[config.mk]
export PLATFORM = sky130hd
export DESIGN_NAME = q2_mem_arbiter
export DESIGN_NICKNAME = d
export VERILOG_FILES = /design/src/rtl/q2_mem_arbiter.sv
export SDC_FILE = /design/constraint.sdc
export NUM_CORES = 1
export LEC_CHECK = 0
export CELL_PAD_IN_SITES_DETAIL_PLACEMENT = 1
export CELL_PAD_IN_SITES_GLOBAL_PLACEMENT = 1
export CORE_UTILIZATION = 33
export DETAILED_ROUTE_END_ITERATION = 8
export PLACE_DENSITY = 0.95
export REMOVE_ABC_BUFFERS = 1
export SYNTH_ARGS = -nofsm -noshare
export SYNTH_HDL_FRONTEND = slang
export SYNTH_SLANG_ARGS = --single-unit
[constraint.sdc]
create_clock -name clk -period 3.6 [get_ports clk]
set_input_delay 0.72 -clock clk [delete_from_list [all_inputs] [get_ports clk]]
set_output_delay 0.72 -clock clk [all_outputs]
set_load 0.01 [all_outputs]
[src/rtl/q2_mem_arbiter.sv]
// q2_mem_arbiter: shares the 12-bit q2 RAM between the CPU datapath and the
// DMA/loader port, sequencing each access as SETUP -> STROBE -> HOLD with a
// one-cycle acknowledge in HOLD. All outputs are registered.
//
// Optional feature macro: Q2_ARB_RR_EN
//   defined   -> round-robin arbitration between CPU and DMA
//   undefined -> fixed priority, CPU always wins
//
// state  | meaning
// -------+---------------------------------------------------------------
// IDLE   | no transfer; arbitrate and latch the winner when a req is seen
// SETUP  | ram_ce and address (and write data drive) settle before strobe
// STROBE | ram_oe (read) or ram_we (write) asserted; read data captured
//        | on the last STROBE edge
// HOLD   | strobes released, ce/drive held, winner's ack pulses
module q2_mem_arbiter #(
  parameter int SETUP_CYCLES  = 1,
  parameter int STROBE_CYCLES = 2
) (
  input  logic        clk,
  input  logic        rst,
  input  logic        cpu_req,
  input  logic        cpu_we,
  input  logic [11:0] cpu_addr,
  input  logic [11:0] cpu_wdata,
  output logic        cpu_ack,
  output logic [11:0] cpu_rdata,
  input  logic        dma_req,
  input  logic        dma_we,
  input  logic [11:0] dma_addr,
  input  logic [11:0] dma_wdata,
  output logic        dma_ack,
  output logic [11:0] dma_rdata,
  output logic        ram_ce,
  output logic        ram_oe,
  output logic        ram_we,
  output logic [11:0] ram_addr,
  output logic [11:0] ram_wdata,
  output logic        ram_drive,
  input  logic [11:0] ram_rdata,
  output logic        grant,
  output logic        busy
);

  typedef enum logic [1:0] {
    S_IDLE   = 2'd0,
    S_SETUP  = 2'd1,
    S_STROBE = 2'd2,
    S_HOLD   = 2'd3
  } state_t;

  // Phase counter counts down to zero; load values are cycle counts minus one.
  localparam logic [2:0] SETUP_LOAD  = 3'(SETUP_CYCLES - 1);
  localparam logic [2:0] STROBE_LOAD = 3'(STROBE_CYCLES - 1);

  state_t      state, state_nxt;
  logic [2:0]  phase, phase_nxt;
  logic        xfer_we, xfer_we_nxt;
  logic        grant_nxt;
  logic        ce_nxt, oe_nxt, rwe_nxt, drive_nxt, busy_nxt;
  logic        cpu_ack_nxt, dma_ack_nxt;
  logic [11:0] addr_nxt, wdata_nxt;
  logic [11:0] cpu_rdata_nxt, dma_rdata_nxt;
  logic        win_dma;

`ifdef Q2_ARB_RR_EN
  // 1 = DMA was granted most recently; reset value favours the CPU first.
  logic last_dma, last_dma_nxt;

  // On contention the requester not granted last wins; a sole requester wins.
  assign win_dma = dma_req & (~cpu_req | ~last_dma);
`else
  // Fixed priority: DMA only wins in cycles where the CPU is not requesting.
  assign win_dma = ~cpu_req;
`endif

  // Next-state and next-output logic; every registered output is computed here.
  always_comb begin
    state_nxt     = state;
    phase_nxt     = phase;
    xfer_we_nxt   = xfer_we;
    grant_nxt     = grant;
    ce_nxt        = ram_ce;
    oe_nxt        = ram_oe;
    rwe_nxt       = ram_we;
    drive_nxt     = ram_drive;
    busy_nxt      = busy;
    cpu_ack_nxt   = 1'b0;
    dma_ack_nxt   = 1'b0;
    addr_nxt      = ram_addr;
    wdata_nxt     = ram_wdata;
    cpu_rdata_nxt = cpu_rdata;
    dma_rdata_nxt = dma_rdata;
`ifdef Q2_ARB_RR_EN
    last_dma_nxt  = last_dma;
`endif
    case (state)
      S_IDLE: begin
        if (cpu_req | dma_req) begin
          state_nxt   = S_SETUP;
          phase_nxt   = SETUP_LOAD;
          grant_nxt   = win_dma;
          xfer_we_nxt = win_dma ? dma_we    : cpu_we;
          addr_nxt    = win_dma ? dma_addr  : cpu_addr;
          wdata_nxt   = win_dma ? dma_wdata : cpu_wdata;
          ce_nxt      = 1'b1;
          drive_nxt   = win_dma ? dma_we    : cpu_we;
          busy_nxt    = 1'b1;
          oe_nxt      = 1'b0;
          rwe_nxt     = 1'b0;
`ifdef Q2_ARB_RR_EN
          last_dma_nxt = win_dma;
`endif
        end
      end
      S_SETUP: begin
        if (phase == 3'd0) begin
          state_nxt = S_STROBE;
          phase_nxt = STROBE_LOAD;
          oe_nxt    = ~xfer_we;
          rwe_nxt   = xfer_we;
        end else begin
          phase_nxt = phase - 3'd1;
        end
      end
      S_STROBE: begin
        if (phase == 3'd0) begin
          state_nxt = S_HOLD;
          oe_nxt    = 1'b0;
          rwe_nxt   = 1'b0;
          if (grant) dma_ack_nxt = 1'b1;
          else       cpu_ack_nxt = 1'b1;
          if (!xfer_we) begin
            if (grant) dma_rdata_nxt = ram_rdata;
            else       cpu_rdata_nxt = ram_rdata;
          end
        end else begin
          phase_nxt = phase - 3'd1;
        end
      end
      S_HOLD: begin
        state_nxt = S_IDLE;
        ce_nxt    = 1'b0;
        drive_nxt = 1'b0;
        busy_nxt  = 1'b0;
      end
      default: begin
        state_nxt = S_IDLE;
        ce_nxt    = 1'b0;
        oe_nxt    = 1'b0;
        rwe_nxt   = 1'b0;
        drive_nxt = 1'b0;
        busy_nxt  = 1'b0;
      end
    endcase
  end

  // State register and phase counter; reset aborts any transfer in flight.
  always_ff @(posedge clk) begin
    if (!rst) begin
      state   <= S_IDLE;
      phase   <= 3'd0;
      xfer_we <= 1'b0;
    end else begin
      state   <= state_nxt;
      phase   <= phase_nxt;
      xfer_we <= xfer_we_nxt;
    end
  end

  // Registered outputs, latched address/data and per-requester read data.
  always_ff @(posedge clk) begin
    if (!rst) begin
      grant     <= 1'b0;
      ram_ce    <= 1'b0;
      ram_oe    <= 1'b0;
      ram_we    <= 1'b0;
      ram_drive <= 1'b0;
      busy      <= 1'b0;
      cpu_ack   <= 1'b0;
      dma_ack   <= 1'b0;
      ram_addr  <= 12'h000;
      ram_wdata <= 12'h000;
      cpu_rdata <= 12'h000;
      dma_rdata <= 12'h000;
    end else begin
      grant     <= grant_nxt;
      ram_ce    <= ce_nxt;
      ram_oe    <= oe_nxt;
      ram_we    <= rwe_nxt;
      ram_drive <= drive_nxt;
      busy      <= busy_nxt;
      cpu_ack   <= cpu_ack_nxt;
      dma_ack   <= dma_ack_nxt;
      ram_addr  <= addr_nxt;
      ram_wdata <= wdata_nxt;
      cpu_rdata <= cpu_rdata_nxt;
      dma_rdata <= dma_rdata_nxt;
    end
  end

`ifdef Q2_ARB_RR_EN
  // Last-grant tracker for round-robin; reset points at DMA.
  always_ff @(posedge clk) begin
    if (!rst) last_dma <= 1'b1;
    else      last_dma <= last_dma_nxt;
  end
`endif

endmodule

After elaboration in Yosys (flattened, before gate mapping)
Index checks and enable logic that the tools add are counted.
{"block": "word_totals", "register_bits": 61, "inputBits": 66, "output_inout_bits": 56, "wordCells": 61}
{"block": "classes", "addsub": 1, "n_eq_ne": 7, "n_mux": 23, "bitwise_logic": 4, "n_reduce_logical": 12}
{"cell": "$mux 12", "n": 2}
{"cell": "$reduce_and 4->1", "n": 3}
{"cell": "$mux 1", "n": 9}
{"cell": "$mux 3", "n": 3}
{"cell": "$pmux 3 s3", "n": 1}
{"cell": "$reduce_and 3->1", "n": 3}
{"cell": "$ne 2x2->1 const B", "n": 4}
{"cell": "$pmux 2 s4", "n": 1}
{"cell": "$mux 2", "n": 3}
{"cell": "$pmux 1 s3", "n": 2}
{"cell": "$eq 2x2->1 const B", "n": 2}
{"cell": "$pmux 1 s2", "n": 2}
{"cell": "$reduce_and 2->1", "n": 2}
{"cell": "$logic_not 3->1", "n": 1}
{"cell": "$not 1->1", "n": 3}
{"cell": "$reduce_bool 3->1", "n": 1}
{"cell": "$sub 3x1->3 const B", "n": 1}
{"cell": "$eq 2x1->1 const B", "n": 1}
{"cell": "$logic_not 2->1", "n": 1}
{"cell": "$reduce_bool 2->1", "n": 1}
{"cell": "$or 1x1->1", "n": 1}

Longest topological paths before layout
{"block": "logic_depth", "ltp_word": 3, "ltp_mapped": 8, "depth_no_buf": 6}

Worst setup path after synthesis
Ideal clock, no wire load.
{"block": "synth_timing", "path_kind": "input-to-reg", "startpoint": "in cpu_req", "endpoint": "reg busy", "setup_ns": 0.119, "t_arrival_ns": 1.577, "required_time_ns": 3.481, "path_slack_ns": 1.904, "stages": 5, "path_buffers": 3, "path_cell_list": "buf_4 > o21a_1 > buf_2 > buf_2 > o221a_1"}
{"block": "synth_between", "elab_chain_cells": 3}
{"element": "start, declared", "line": "22", "source": "input logic cpu_req,"}
{"element": "$or 1x1->1", "line": "99", "source": "if (cpu_req | dma_req) begin"}
{"element": "$ne 2x2->1 (no line)"}
{"element": "$reduce_and 2->1 (no line)"}
{"element": "end signal, assigned", "line": "192", "source": "busy <= busy_nxt;"}
{"element": "end, declared", "line": "42", "source": "output logic busy"}
Every way passes these cells.
A chain may end at the register's enable or synchronous reset.

Final worst setup path
{"block": "layout_timing", "startpoint": "reg state[0]", "endpoint": "reg dma_rdata[5]"}
{"block": "layout_between", "elab_chain_cells": 2}
{"element": "start, declared", "line": "56", "source": "state_t state, state_nxt;"}
{"element": "start signal, assigned", "line": "165", "source": "state <= state_nxt;"}
{"element": "$eq 2x2->1", "line": "97", "source": "case (state)"}
{"element": "$reduce_and 4->1 (no line)"}
{"element": "end signal, assigned", "line": "198", "source": "dma_rdata <= dma_rdata_nxt;"}
{"element": "end, declared", "line": "33", "source": "output logic [11:0] dma_rdata,"}
Every way passes these cells.

==> impl_metrics.csv <==
group,metric,value,unit
critical_path,r2r_start,"state[0]",
synth,synth.area.mux_share,18.99,%
detailed_routing,num_vias,2339,
synth,yosysUniqueCellTypes,34,
min_path,min_to,"ram_we",
global_route,grt_pass1_vias,2429,
floorplan,design.die.area,8695,um2
synth,netlist_instances,263,
floorplan,ios,122,
critical_path,critPathLaunchType,"register",
layout,fin_nets,451,
clocking,clock-sinks,61,
floorplan,num_rows,32,
sta,setup_tns,0,ps
place,dp_hpwl,5521,um
layout,area_growth,53.14,%
global_route,grt_start_max_net_pins,53,
sta,worst_slack,1324,ps
critical_path,cp_max_fo,12,
synth,yosysTopAreaCell,"dfxtp_1",
synth,yosys.area.top_type_share,44.44,%
clocking,cts-root-buf,"clkbuf_8",
sta,drv_slew,0,
detailed_routing,vias_per_cell,4.823,
sta,hold_viol,0,
sta,worst_pin_slew,930.4,ps
floorplan,core,7888,um2
synth,synthAdderAreaFrac,3.188,%
floorplan,die_w,93.25,um
critical_path,reg2reg_to,"dma_rdata[5]",
synth,avgSynthCellArea,10.45,um2
sta,fmax,439.4,MHz
clocking,cts_made_buffers,9,
place,dp_slack,1268,ps
global_route,antenna_found_initial,0,
sta,finalCritPeriodShare,63.22,%
place,port-buffer-count,121,
min_path,hp-start,"ram_we",
clocking,ctsHtreeMaxLevel,3,
floorplan,die_h,93.25,um
global_route,grt_usage,17.23,%
min_path,hp-class,"reg -> reg",
detailed_routing,wl,7388,um
synth,synth-simple-area-share,14.62,%
place,gp_congestion,0.6919,
clocking,cts_tree,"done",
critical_path,arrival,2490,ps
detailed_routing,ant_nets,0,
critical_path,worst_setup_path_end_kind,"register",
synth,yosysWarnings,0,
clocking,clkTransAtPathRegs,70,ps
status,status,"finished clean",
min_path,whs_path_depth,2,
synth,synth_seq_area_share,44.44,%
layout,num_antenna_cells,0,
layout,drive_gt1_share,6.527,%
floorplan,initial_utilization,34.84,%
critical_path,path_class,"reg -> reg",
critical_path,worstRegToRegCells,5,
power_and_ir_drop,p_leak,1.899,nW
sta,setup_violations,0,
clocking,postCtsSetupRepairBufs,0,
sta,max_slew_margin,37.79,%
global_route,grt.overflow.total,0,
synth,synthXorXnorAreaFrac,0,%
synth,synth_compound_area_share,13.57,%
detailed_routing,drt_pre_antenna_iters,4,
synth,synth_area_leaders,"dfxtp_1, mux2i_1, o211a_1",
power_and_ir_drop,max-vdd-ir-drop,283.5,uV
detailed_routing,drc,0,
detailed_routing,wire_per_inst,15.23,um
layout,nFillCells,865,
clocking,holdBufCountCts,0,
synth,ys_seq_elements,61,
sta,fin_skew,5.708,ps
clocking,clk_latency,330,ps
sta,fin_crit,2276,ps
critical_path,critPathLaunch,"state[0]",
global_route,grt_pass1_wl,11470,um
job,drv_cap,0,
detailed_routing,drt_iter0_drc,39,
clocking,post_cts_resized,0,
synth,synth_top_family_by_area,"multiplexers",
critical_path,worstPathRequired,3810,ps
sta,rsz0062_at_grt,"no",
synth,syn_area,2748,um2
critical_path,r2r_slack,1320,ps
clocking,cts_buffer_depth,2,
power_and_ir_drop,powerDensity,655.2,nW/um2
-- metal layers --
layer	vias up	global-route usage, %	share of wire (%)
li1	1146	-	-
met1	1090	18.56	42
met2	97	30.39	50
met3	6	6.911	7.9
met5	-	0	0
met4	0	6.026	0.83
-- power breakdown --
group	switching [W]	leakage (nW)	internal, W	total, W
clock network	0.000263	0.116	0.000426	0.000688
logic	0.000531	1.28	0.000590	0.00112
registers	0.000103	0.500	0.000844	0.000948
total	0.000897	1.90	0.00186	0.00276
-- cells in the final DEF, fill, tap and decap left out, drive strengths merged, types with 2 or more instances in the layout --
master,instances
nor2b,27
mux2i,51
buf,5
or2,2
clkbuf,12
inv,7
a21oi,2
clkdlybuf4s50,119
a211oi,2
bufinv,2
nor3b,2
o21ai,6
ha,7
nor2,3
dfxtp,61
nand2b,2
o211a,24
nand4,3
nand2,31
clkinv,2
-- flip-flops by register name, summed over array words and instances (netlist names), 2 cells and up --
register   flops
cpu_rdata     12
dma_rdata     12
state          2
ram_addr      12
phase          3
ram_wdata     12
-- critical path, stage by stage (launching register included) --
cell and delay, ps:
dfxtp_1 330, inv_1 120, ha_1 340, nand4_1 780, mux2i_1 490, nor2b_1 80
-- worst max-delay path by stage --
stage / to / slack [ps]
3_3_place_gp: ram_drive / 1370
3_5_place_dp: ram_drive / 1270
2_1_floorplan: ram_drive / 1500
6_report: dma_rdata[5] / 1320
4_1_cts: dma_rdata[5] / 1300
5_1_grt: dma_rdata[5] / 1200
-- metrics by stage --
step / total power, W / hold slack (ps) / util, % / cells / cell area (um2)
after floorplan: 0.001544 / 434.7 / - / 243 / 2631
after global placement: 0.002029 / 444.1 / 50.49 / 469 / 3983
after detailed placement: 0.002094 / 460.2 / 50.49 / 469 / 3983
after CTS: 0.002793 / 469.9 / 53.35 / 485 / 4208
after global routing: 0.002930 / 516.9 / 53.35 / 485 / 4208
final: 0.002757 / 466.9 / 53.35 / 485 / 4208
-- kinds of logic after synthesis --
kind of cell,count (synthesis)
buf+inv,27
compound gates,42
flops,61
mux,52
simple gates,74
fa+ha+maj,7
-- area by class of cell --
type	count	area [um2]	share of cell area, %
Sequential cell	61	1221	29.02
Clock buffer	12	155.1	3.687
Tap cell	102	127.6	3.033
Inverter	7	26.28	0.6244
Clock inverter	4	70.07	1.665
Multi-Input combinational cell	175	1384	32.89
Timing Repair Buffer	124	1224	29.08
-- cells in the mapped netlist, drive strengths merged --
cell type,n
mux2i,51
nor2,3
mux2,1
a22o,1
o21a,1
inv,7
and4,1
nand2,31
a21boi,1
nor3b,2
nand2b,2
ha,7
o221a,1
nand4,3
a21oi,2
clkbuf,7
o21ai,6
o311a,1
nand3,1
or2,2
o22ai,1
dfxtp,61
and2,1
nor2b,27
o2111ai,1
o211a,24
nand3b,1
a21o,1
buf,13
a211oi,2
(Power assumes the default switching activity.)
